File: config.mk
export PLATFORM = sky130hd
export DESIGN_NAME = gate_delay_bank
export DESIGN_NICKNAME = d
export VERILOG_FILES = /design/src/rtl/gate_delay_bank.sv
export SDC_FILE = /design/constraint.sdc
export NUM_CORES = 1
export LEC_CHECK = 0
export CORE_MARGIN = 2
export CORE_UTILIZATION = 47
export DETAILED_ROUTE_END_ITERATION = 10
export PLACE_DENSITY_LB_ADDON = 0.25
export SLEW_MARGIN = 0
export SYNTH_ARGS = -nofsm -noshare
export SYNTH_HDL_FRONTEND = slang
export SYNTH_SLANG_ARGS = --single-unit
File: constraint.sdc
create_clock -name clk -period 2.78 [get_ports clk]
set_input_delay 0.278 -clock clk [delete_from_list [all_inputs] [get_ports clk]]
set_output_delay 0.278 -clock clk [all_outputs]
set_load 0.03 [all_outputs]
File: src/rtl/gate_delay_bank.sv
// gate_delay_bank: CH independent clocked inverter/buffer channels with
// separate rise/fall delays, inertial (glitch-rejecting) delay semantics,
// a registered per-channel change strobe, and a saturating count of
// cancelled transitions.
module gate_delay_bank #(
  parameter int unsigned CH       = 4,
  parameter bit          INVERT   = 1'b1,
  parameter int unsigned RISE_CYC = 3,
  parameter int unsigned FALL_CYC = 2,
  parameter bit          INIT_V   = 1'b1,
  parameter int unsigned CNT_W    = 16
) (
  input  logic             clk,
  input  logic             rst_n,
  input  logic [CH-1:0]    in,
  input  logic             clr_cnt,
  output logic [CH-1:0]    out,
  output logic [CH-1:0]    chg,
  output logic [CH-1:0]    pend,
  output logic [CNT_W-1:0] glitch_cnt
);

  localparam int unsigned MAXD = (RISE_CYC > FALL_CYC) ? RISE_CYC : FALL_CYC;
  localparam int unsigned DW   = (MAXD < 2) ? 1 : $clog2(MAXD + 1);
  localparam int unsigned PW   = $clog2(CH + 1);
  localparam int unsigned SW   = ((CNT_W > PW) ? CNT_W : PW) + 1;

  localparam logic [DW-1:0]    RISE_D  = DW'(RISE_CYC);
  localparam logic [DW-1:0]    FALL_D  = DW'(FALL_CYC);
  localparam logic [DW-1:0]    ONE_D   = DW'(1);
  localparam logic [CNT_W-1:0] CNT_MAX = '1;

  typedef enum logic {
    IDLE    = 1'b0,
    PENDING = 1'b1
  } ch_state_e;

  ch_state_e        state_q [CH];
  ch_state_e        state_d [CH];
  logic [DW-1:0]    cnt_q   [CH];
  logic [DW-1:0]    cnt_d   [CH];
  logic [CH-1:0]    out_q, out_d;
  logic [CH-1:0]    chg_q, chg_d;
  logic [CH-1:0]    cancel;
  logic [CH-1:0]    tgt;
  logic [CNT_W-1:0] glitch_q, glitch_d;
  logic [PW-1:0]    pop;
  logic [SW-1:0]    sum;

  assign tgt = INVERT ? ~in : in;

  // Per-channel inertial delay: commit after D consecutive differing samples,
  // cancel (and flag a glitch) if the target reverts before that.
  always_comb begin
    for (int unsigned i = 0; i < CH; i++) begin
      state_d[i] = state_q[i];
      cnt_d[i]   = cnt_q[i];
      out_d[i]   = out_q[i];
      chg_d[i]   = 1'b0;
      cancel[i]  = 1'b0;
      case (state_q[i])
        IDLE: begin
          if (tgt[i] != out_q[i]) begin
            if ((tgt[i] ? RISE_D : FALL_D) == ONE_D) begin
              out_d[i] = tgt[i];
              chg_d[i] = 1'b1;
            end else begin
              state_d[i] = PENDING;
              cnt_d[i]   = ONE_D;
            end
          end
        end
        PENDING: begin
          if (tgt[i] != out_q[i]) begin
            // Delay cannot change while pending: a different target would
            // equal out and take the cancel branch instead.
            if ((cnt_q[i] + ONE_D) == (tgt[i] ? RISE_D : FALL_D)) begin
              out_d[i]   = tgt[i];
              chg_d[i]   = 1'b1;
              state_d[i] = IDLE;
              cnt_d[i]   = '0;
            end else begin
              cnt_d[i] = cnt_q[i] + ONE_D;
            end
          end else begin
            cancel[i]  = 1'b1;
            state_d[i] = IDLE;
            cnt_d[i]   = '0;
          end
        end
        default: begin
          state_d[i] = IDLE;
          cnt_d[i]   = '0;
        end
      endcase
    end
  end

  // Saturating glitch counter; a clear wins over same-edge cancellations.
  always_comb begin
    pop = '0;
    for (int unsigned i = 0; i < CH; i++) begin
      pop = pop + PW'(cancel[i]);
    end
    sum = SW'(glitch_q) + SW'(pop);
    if (clr_cnt) begin
      glitch_d = '0;
    end else if (sum > SW'(CNT_MAX)) begin
      glitch_d = CNT_MAX;
    end else begin
      glitch_d = sum[CNT_W-1:0];
    end
  end

  // State, output and counter registers with asynchronous reset.
  always_ff @(posedge clk or negedge rst_n) begin
    if (!rst_n) begin
      for (int unsigned i = 0; i < CH; i++) begin
        state_q[i] <= IDLE;
        cnt_q[i]   <= '0;
      end
      out_q    <= {CH{INIT_V}};
      chg_q    <= '0;
      glitch_q <= '0;
    end else begin
      for (int unsigned i = 0; i < CH; i++) begin
        state_q[i] <= state_d[i];
        cnt_q[i]   <= cnt_d[i];
      end
      out_q    <= out_d;
      chg_q    <= chg_d;
      glitch_q <= glitch_d;
    end
  end

  // Pending flag is a direct decode of the registered channel state.
  always_comb begin
    pend = '0;
    for (int unsigned i = 0; i < CH; i++) begin
      pend[i] = (state_q[i] == PENDING);
    end
  end

  assign out        = out_q;
  assign chg        = chg_q;
  assign glitch_cnt = glitch_q;

endmodule

==> impl_metrics.ini <==
[placement]
place_inst = 306
portBuffers = 34
dpl_cell_area_um2 = 2470
hpwl_mm = 2.81
gp_congestion = 0.808

[global_routing]
grt-ovfl-total = 0
grt_usage = 0.196
grt_start_max_net_pins = 37
grt_pass1_vias = 1539
antenna_found_initial = 0
grt_pass1_wl_mm = 6.86

[power]
static-leakage-power_uw = 0.00108
ir_drop_mv = 0.470
comb_power_share = 0.479
power.share.switching = 0.404
sequentialPowerShare = 0.365
switching_power_uw = 912
clockPowerShare = 0.157
p_per_area_nw_per_um2 = 880
p_int_uw = 1350

[sta]
slew_headroom = 0.608
rsz0062_at_grt = true
max_freq_ghz = 0.369
slew_viol_final = 0
whs_ns = 0.403
finalSetupTns_ns = 0
fin_crit_ns = 2.71
finalHoldViolations = 0
timing.final.setup_violations = 0
tightest_slew_ns = 0.587
clock_skew_ns = 0.00519
post-route-period-util = 0.976

[setup_path]
crit_arrival_ns = 2.85
reg2reg_from = out[2]$_DFFE_PN1P_
crit_type = register to register
r2r_end = glitch_cnt[14]$_DFF_PN0_
r2r_cells = 11
critical_path_required_ns = 2.92
cp_slowest_cell = dfstp_2
cp-end-kind = register
crit_top_cell = fa_2
path_cells = xor2_2 > nand2_1 > fa_1 > fa_2 > inv_2 > fa_2 > nand4_1 > buf_4 > nor4_4 > xnor2_1 > a21oi_1
cpPeakStageDelay_ns = 0.55
reg2reg_slack_ns = 0.07
critPathLaunch = out[2]$_DFFE_PN1P_
cp_max_fo = 4
startpoint_type = register
crit_path_end = glitch_cnt[14]$_DFF_PN0_

[detailed_routing]
first_pass_iters = 4
wire_per_inst_um = 12.8
drcViolationCount = 0
routed_via_density = 5.47
vias = 1723
drt-total-wl_mm = 4.02
ant_nets = 0
drt_iter0_drc = 109

[finish]
final_util = 0.642
seqCellArea_um2 = 906
nets = 275
final_area_um2 = 2570
n_fill_cell = 367
finalNonFillerCells = 315
drive_gt1_frac = 0.158
multi_input_area_um2 = 976
synthToLayoutAreaGrowth_pct = 31.8
antenna_cells = 0

[synthesis]
synth_area_leader_cell = dfrtp_1
synth_cell_types = 42
async_reset_ff_frac = 1.00
yosys.area.top_type_share = 0.411
synth_flop_cell = dfrtp_1
synthTopCellsByCount = dfrtp_1 (32), nand2_1 (25), o21ai_0 (20)
synth-edff-count = 0
synth_area_leaders = dfrtp_1 (41%), dfstp_2 (5.4%), o21ai_0 (5.1%)
avgSynthCellArea_um2 = 9.06
netlist_area_um2 = 1950
synth-seq-cells = 36
synth.most_common_cell = dfrtp_1
yosys_warnings = 0
syn-instance-count = 215
synth_fp_nets = 226
yosysSeqAreaShare = 0.465

[job]
max_cap_violations = 0

[clock_tree]
clk_latency_ns = 0.28
cts_hold_buf = 0
path_clk_slew_ns = 0.07
root_buffer = clkbuf_8
cts_tree = yes
clock-sinks = 36
cts_buffers = 5
cts.htree.levels = 2
clockBufferDepth = 2

[die]
chipWidth_um = 68.4
rows = 23
dieArea_um2 = 4680
ios = 35
start_util = 0.487
coreArea_um2 = 4000
die_y_um = 68.4

[hold_path]
hold_class = input port to async pin

[status]
outcome = complete, no violations
==> registers in the layout (all words and copies together), names as in the netlist <==
register and count:
pend 4, glitch_cnt 16, chg 4, out 4, cnt_q 8
==> final cells by class <==
type | instances | area share
Timing Repair Buffer | 55 | 0.194
Multi-Input combinational cell | 154 | 0.380
Sequential cell | 36 | 0.353
Inverter | 12 | 0.0175
Clock buffer | 8 | 0.0312
Tap cell | 50 | 0.0244
==> worst min-delay path by stage <==
stage | startpoint | to | slack [ns] | cells past startpoint
after floorplan | rst_n | chg[0]$_DFF_PN0_ | -0.02 | 0
after global placement | cnt_q[6]$_DFFE_PN0N_ | out[0]$_DFFE_PN1P_ | 0.48 | 1
after detailed placement | cnt_q[6]$_DFFE_PN0N_ | out[0]$_DFFE_PN1P_ | 0.49 | 1
after CTS | rst_n | cnt_q[1]$_DFFE_PN0N_ | 0.42 | 2
after global routing | rst_n | glitch_cnt[9]$_DFF_PN0_ | 0.47 | 2
final | rst_n | glitch_cnt[11]$_DFF_PN0_ | 0.40 | 2
==> metal layers <==
layer,global-route usage,vias up,part of all wire
met5,0,-,0
met4,0.0750,0,0.015
met1,0.264,819,0.47
met3,0.0444,7,0.039
li1,-,863,-
met2,0.304,34,0.48
==> power by group through the flow <==
stage / logic (µW) / clock network, µW / registers (µW)
2_1_floorplan: 572 / 0 / 969
3_3_place_gp: 1060 / 0 / 828
3_5_place_dp: 1080 / 0 / 831
4_1_cts: 1090 / 371 / 822
5_1_grt: 1210 / 392 / 849
6_report: 1080 / 355 / 824
==> cell usage in the layout (no fill, tap or decap), types with 2 or more instances in the layout <==
master,count
and3_1,3
clkbuf_1,3
fa_2,2
xor2_1,10
a22oi_1,4
a31oi_1,8
nand2b_1,2
o211ai_1,2
nor3_1,5
o21ai_0,20
nand2_1,25
buf_4,21
clkdlybuf4s50_1,34
xnor2_1,2
o31ai_1,2
nand3_1,8
clkbuf_8,5
dfrtp_1,32
dfstp_2,4
o2111ai_1,2
a31o_2,2
nor4_1,2
nor2b_1,5
inv_1,11
a21oi_1,16
nor2_1,10
a21boi_0,2
nand4_1,2
==> kinds of logic (layout without fill, tap and decap cells) <==
group	count (synthesis)	after routing	synth area share
AND/OR/NAND/NOR	73	73	0.190
XOR/XNOR	13	13	0.0584
adder cells (fa/ha/maj)	4	4	0.0373
AO/OA/AOI/OAI	64	64	0.200
buffers and inverters	25	75	0.0488
flip-flops	36	36	0.465
==> worst max-delay path, delay by kind of cell, from the launching register on <==
family	cells	cell delay [ns]
buffers and inverters	2	0.24
flip-flops	1	0.55
AND/OR/NAND/NOR	3	0.32
adder cells (fa/ha/maj)	3	1.07
AO/OA/AOI/OAI	1	0.08
XOR/XNOR	2	0.30
==> stage by stage <==
step	setup slack [ns]	total power, µW
floorplan	-0.170	1540
global placement	-0.185	1890
detailed placement	-0.236	1910
CTS	0.0123	2280
global route	-0.136	2460
finish	0.0664	2260
==> timing repair <==
action | 4_1_cts | 5_1_grt
gates resized for setup | 0 | 2
setup endpoints to repair | 0 | 15
setup buffers | 0 | 1
(Power assumes the default switching activity.)
==> patch, RTL diff (config.mk and constraints unchanged) <==
`FALL_CYC`: 2 -> 8.
--- a/src/rtl/gate_delay_bank.sv
+++ b/src/rtl/gate_delay_bank.sv
@@ -8,3 +8,3 @@
   parameter int unsigned RISE_CYC = 3,
-  parameter int unsigned FALL_CYC = 2,
+  parameter int unsigned FALL_CYC = 8,
   parameter bit          INIT_V   = 1'b1,
Function: changed (a bounded check fails within 4 cycles, from zero or initial values and one cycle with rst_n low).
==> patch against the original RTL <==
- setup slack lost 0.049 ns
- clock power grew 8.5%
- sequential power grew 21%
- synthesized area grew 24%
- largest cell class unchanged
- wire length grew 21%
- highest routed layer unchanged
- sequential cell count grew 8
- design area grew 19%
- total power grew 18%
==> patch: results (changes against the original RTL) <==
[metrics] standby leakage power: 1.34 nW (was 1.08 nW)
[metrics] combinational fraction of design power: 0.480 (was 0.479)
[metrics] total routed wirelength: 4.87 mm (was 4.02 mm)
[metrics] Util after Layout: 0.607 (was 0.642)
[metrics] global-route wire length before repair: 8.06 mm (was 6.86 mm)
[metrics] maximum number of pins on one net before global-route repair: 45 (was 37)
[metrics] number of nets in the synthesized netlist: 249 (was 226)
[metrics] proportion of cell area occupied by multi-input gates: 0.419 (was 0.380)
[metrics] # fillers: 445 (was 367)
[metrics] average cell area after synthesis: 10.3 um2 (was 9.06 um2)
[metrics] setup clock skew after layout: 0.00319 ns (was 0.00519 ns)
[metrics] worst slack at placement: -0.287 ns (was -0.236 ns)
[metrics] cell area reported after detailed placement: 2940 um2 (was 2470 um2)
[metrics] xor/xnor share of the synthesized area: 0.0866 (was 0.0584)
[metrics] buffer count excluding the clock tree in the final layout: 50 (was 55)
[metrics] leading cell types by count after synthesis: 40 x dfrtp_1, 21 x nand2_1, 18 x nor2_1 (was 32 x dfrtp_1, 25 x nand2_1, 20 x o21ai_0)
[metrics] sequential group power: 1.00 mW (was 0.824 mW)
[metrics] placed instance count: 349 (was 306)
[metrics] final-layout worst hold slack: 0.125 ns (was 0.403 ns)
[metrics] sinks on the clock net: 44 (was 36)
[metrics] Register-to-Register Path Depth: 10 (was 11)
[metrics] Wirelength per Cell: 13.6 um (was 12.8 um)
[metrics] iteration-0 DRC count of the detailed router: 108 (was 109)
[metrics] overall track demand over capacity in global routing: 0.183 (was 0.196)
[metrics] Adder-Cell Fraction of Synth Area: 0.0508 (was 0.0373)
[metrics] count of clock buffers in the final design: 7 (was 8)
[metrics] Seq/Total Area, Yosys: 0.459 (was 0.465)
[metrics] worst vdd ir: 371 uV (was 470 uV)
[metrics] number of global-route vias before repair: 1802 (was 1539)
[metrics] core region area: 5040 um2 (was 4000 um2)
[metrics] non-clock inverter count: 11 (was 12)
[metrics] share of final-layout standard cells stronger than drive strength 1: 0.153 (was 0.158)
[metrics] result of the run: finished, final reports clean (unchanged)
[metrics] proportion of final cell area spent on non-clock buffers: 0.151 (was 0.194)
[metrics] sequential cell area share: 0.361 (was 0.353)
[metrics] data arrival at the endpoint of the critical path: 2.95 ns (was 2.85 ns)
## patch: worst max path at each step
stage	startpoint	to	depth (start not counted)
6_report	out[2]	glitch_cnt[12]	10
5_1_grt	out[2]	glitch_cnt[14]	11
4_1_cts	out[2]	glitch_cnt[14]	11
3_5_place_dp	in[2]	glitch_cnt[14]	12
3_3_place_gp	in[2]	glitch_cnt[4]	11
2_1_floorplan	out[2]	glitch_cnt[12]	10
## patch: per-layer routing
metal / GRT usage / share of wire / routed length (um) / vias to the layer above
met1: 0.254 / 0.47 / 2300 / 956
met4: 0.0624 / 0.018 / 86 / 0
met3: 0.0397 / 0.035 / 169 / 9
met5: 0 / 0 / 0 / -
met2: 0.287 / 0.48 / 2320 / 32
li1: - / - / - / 951
## patch: critical path, cell delays in order (launching register included)
cell and delay [ns]:
dfstp_2 0.54, xor2_1 0.17, nand2_1 0.11, fa_1 0.49, fa_2 0.36, inv_2 0.07
fa_2 0.21, and4_4 0.25, and3b_1 0.20, nor2_1 0.05, a211oi_1 0.21
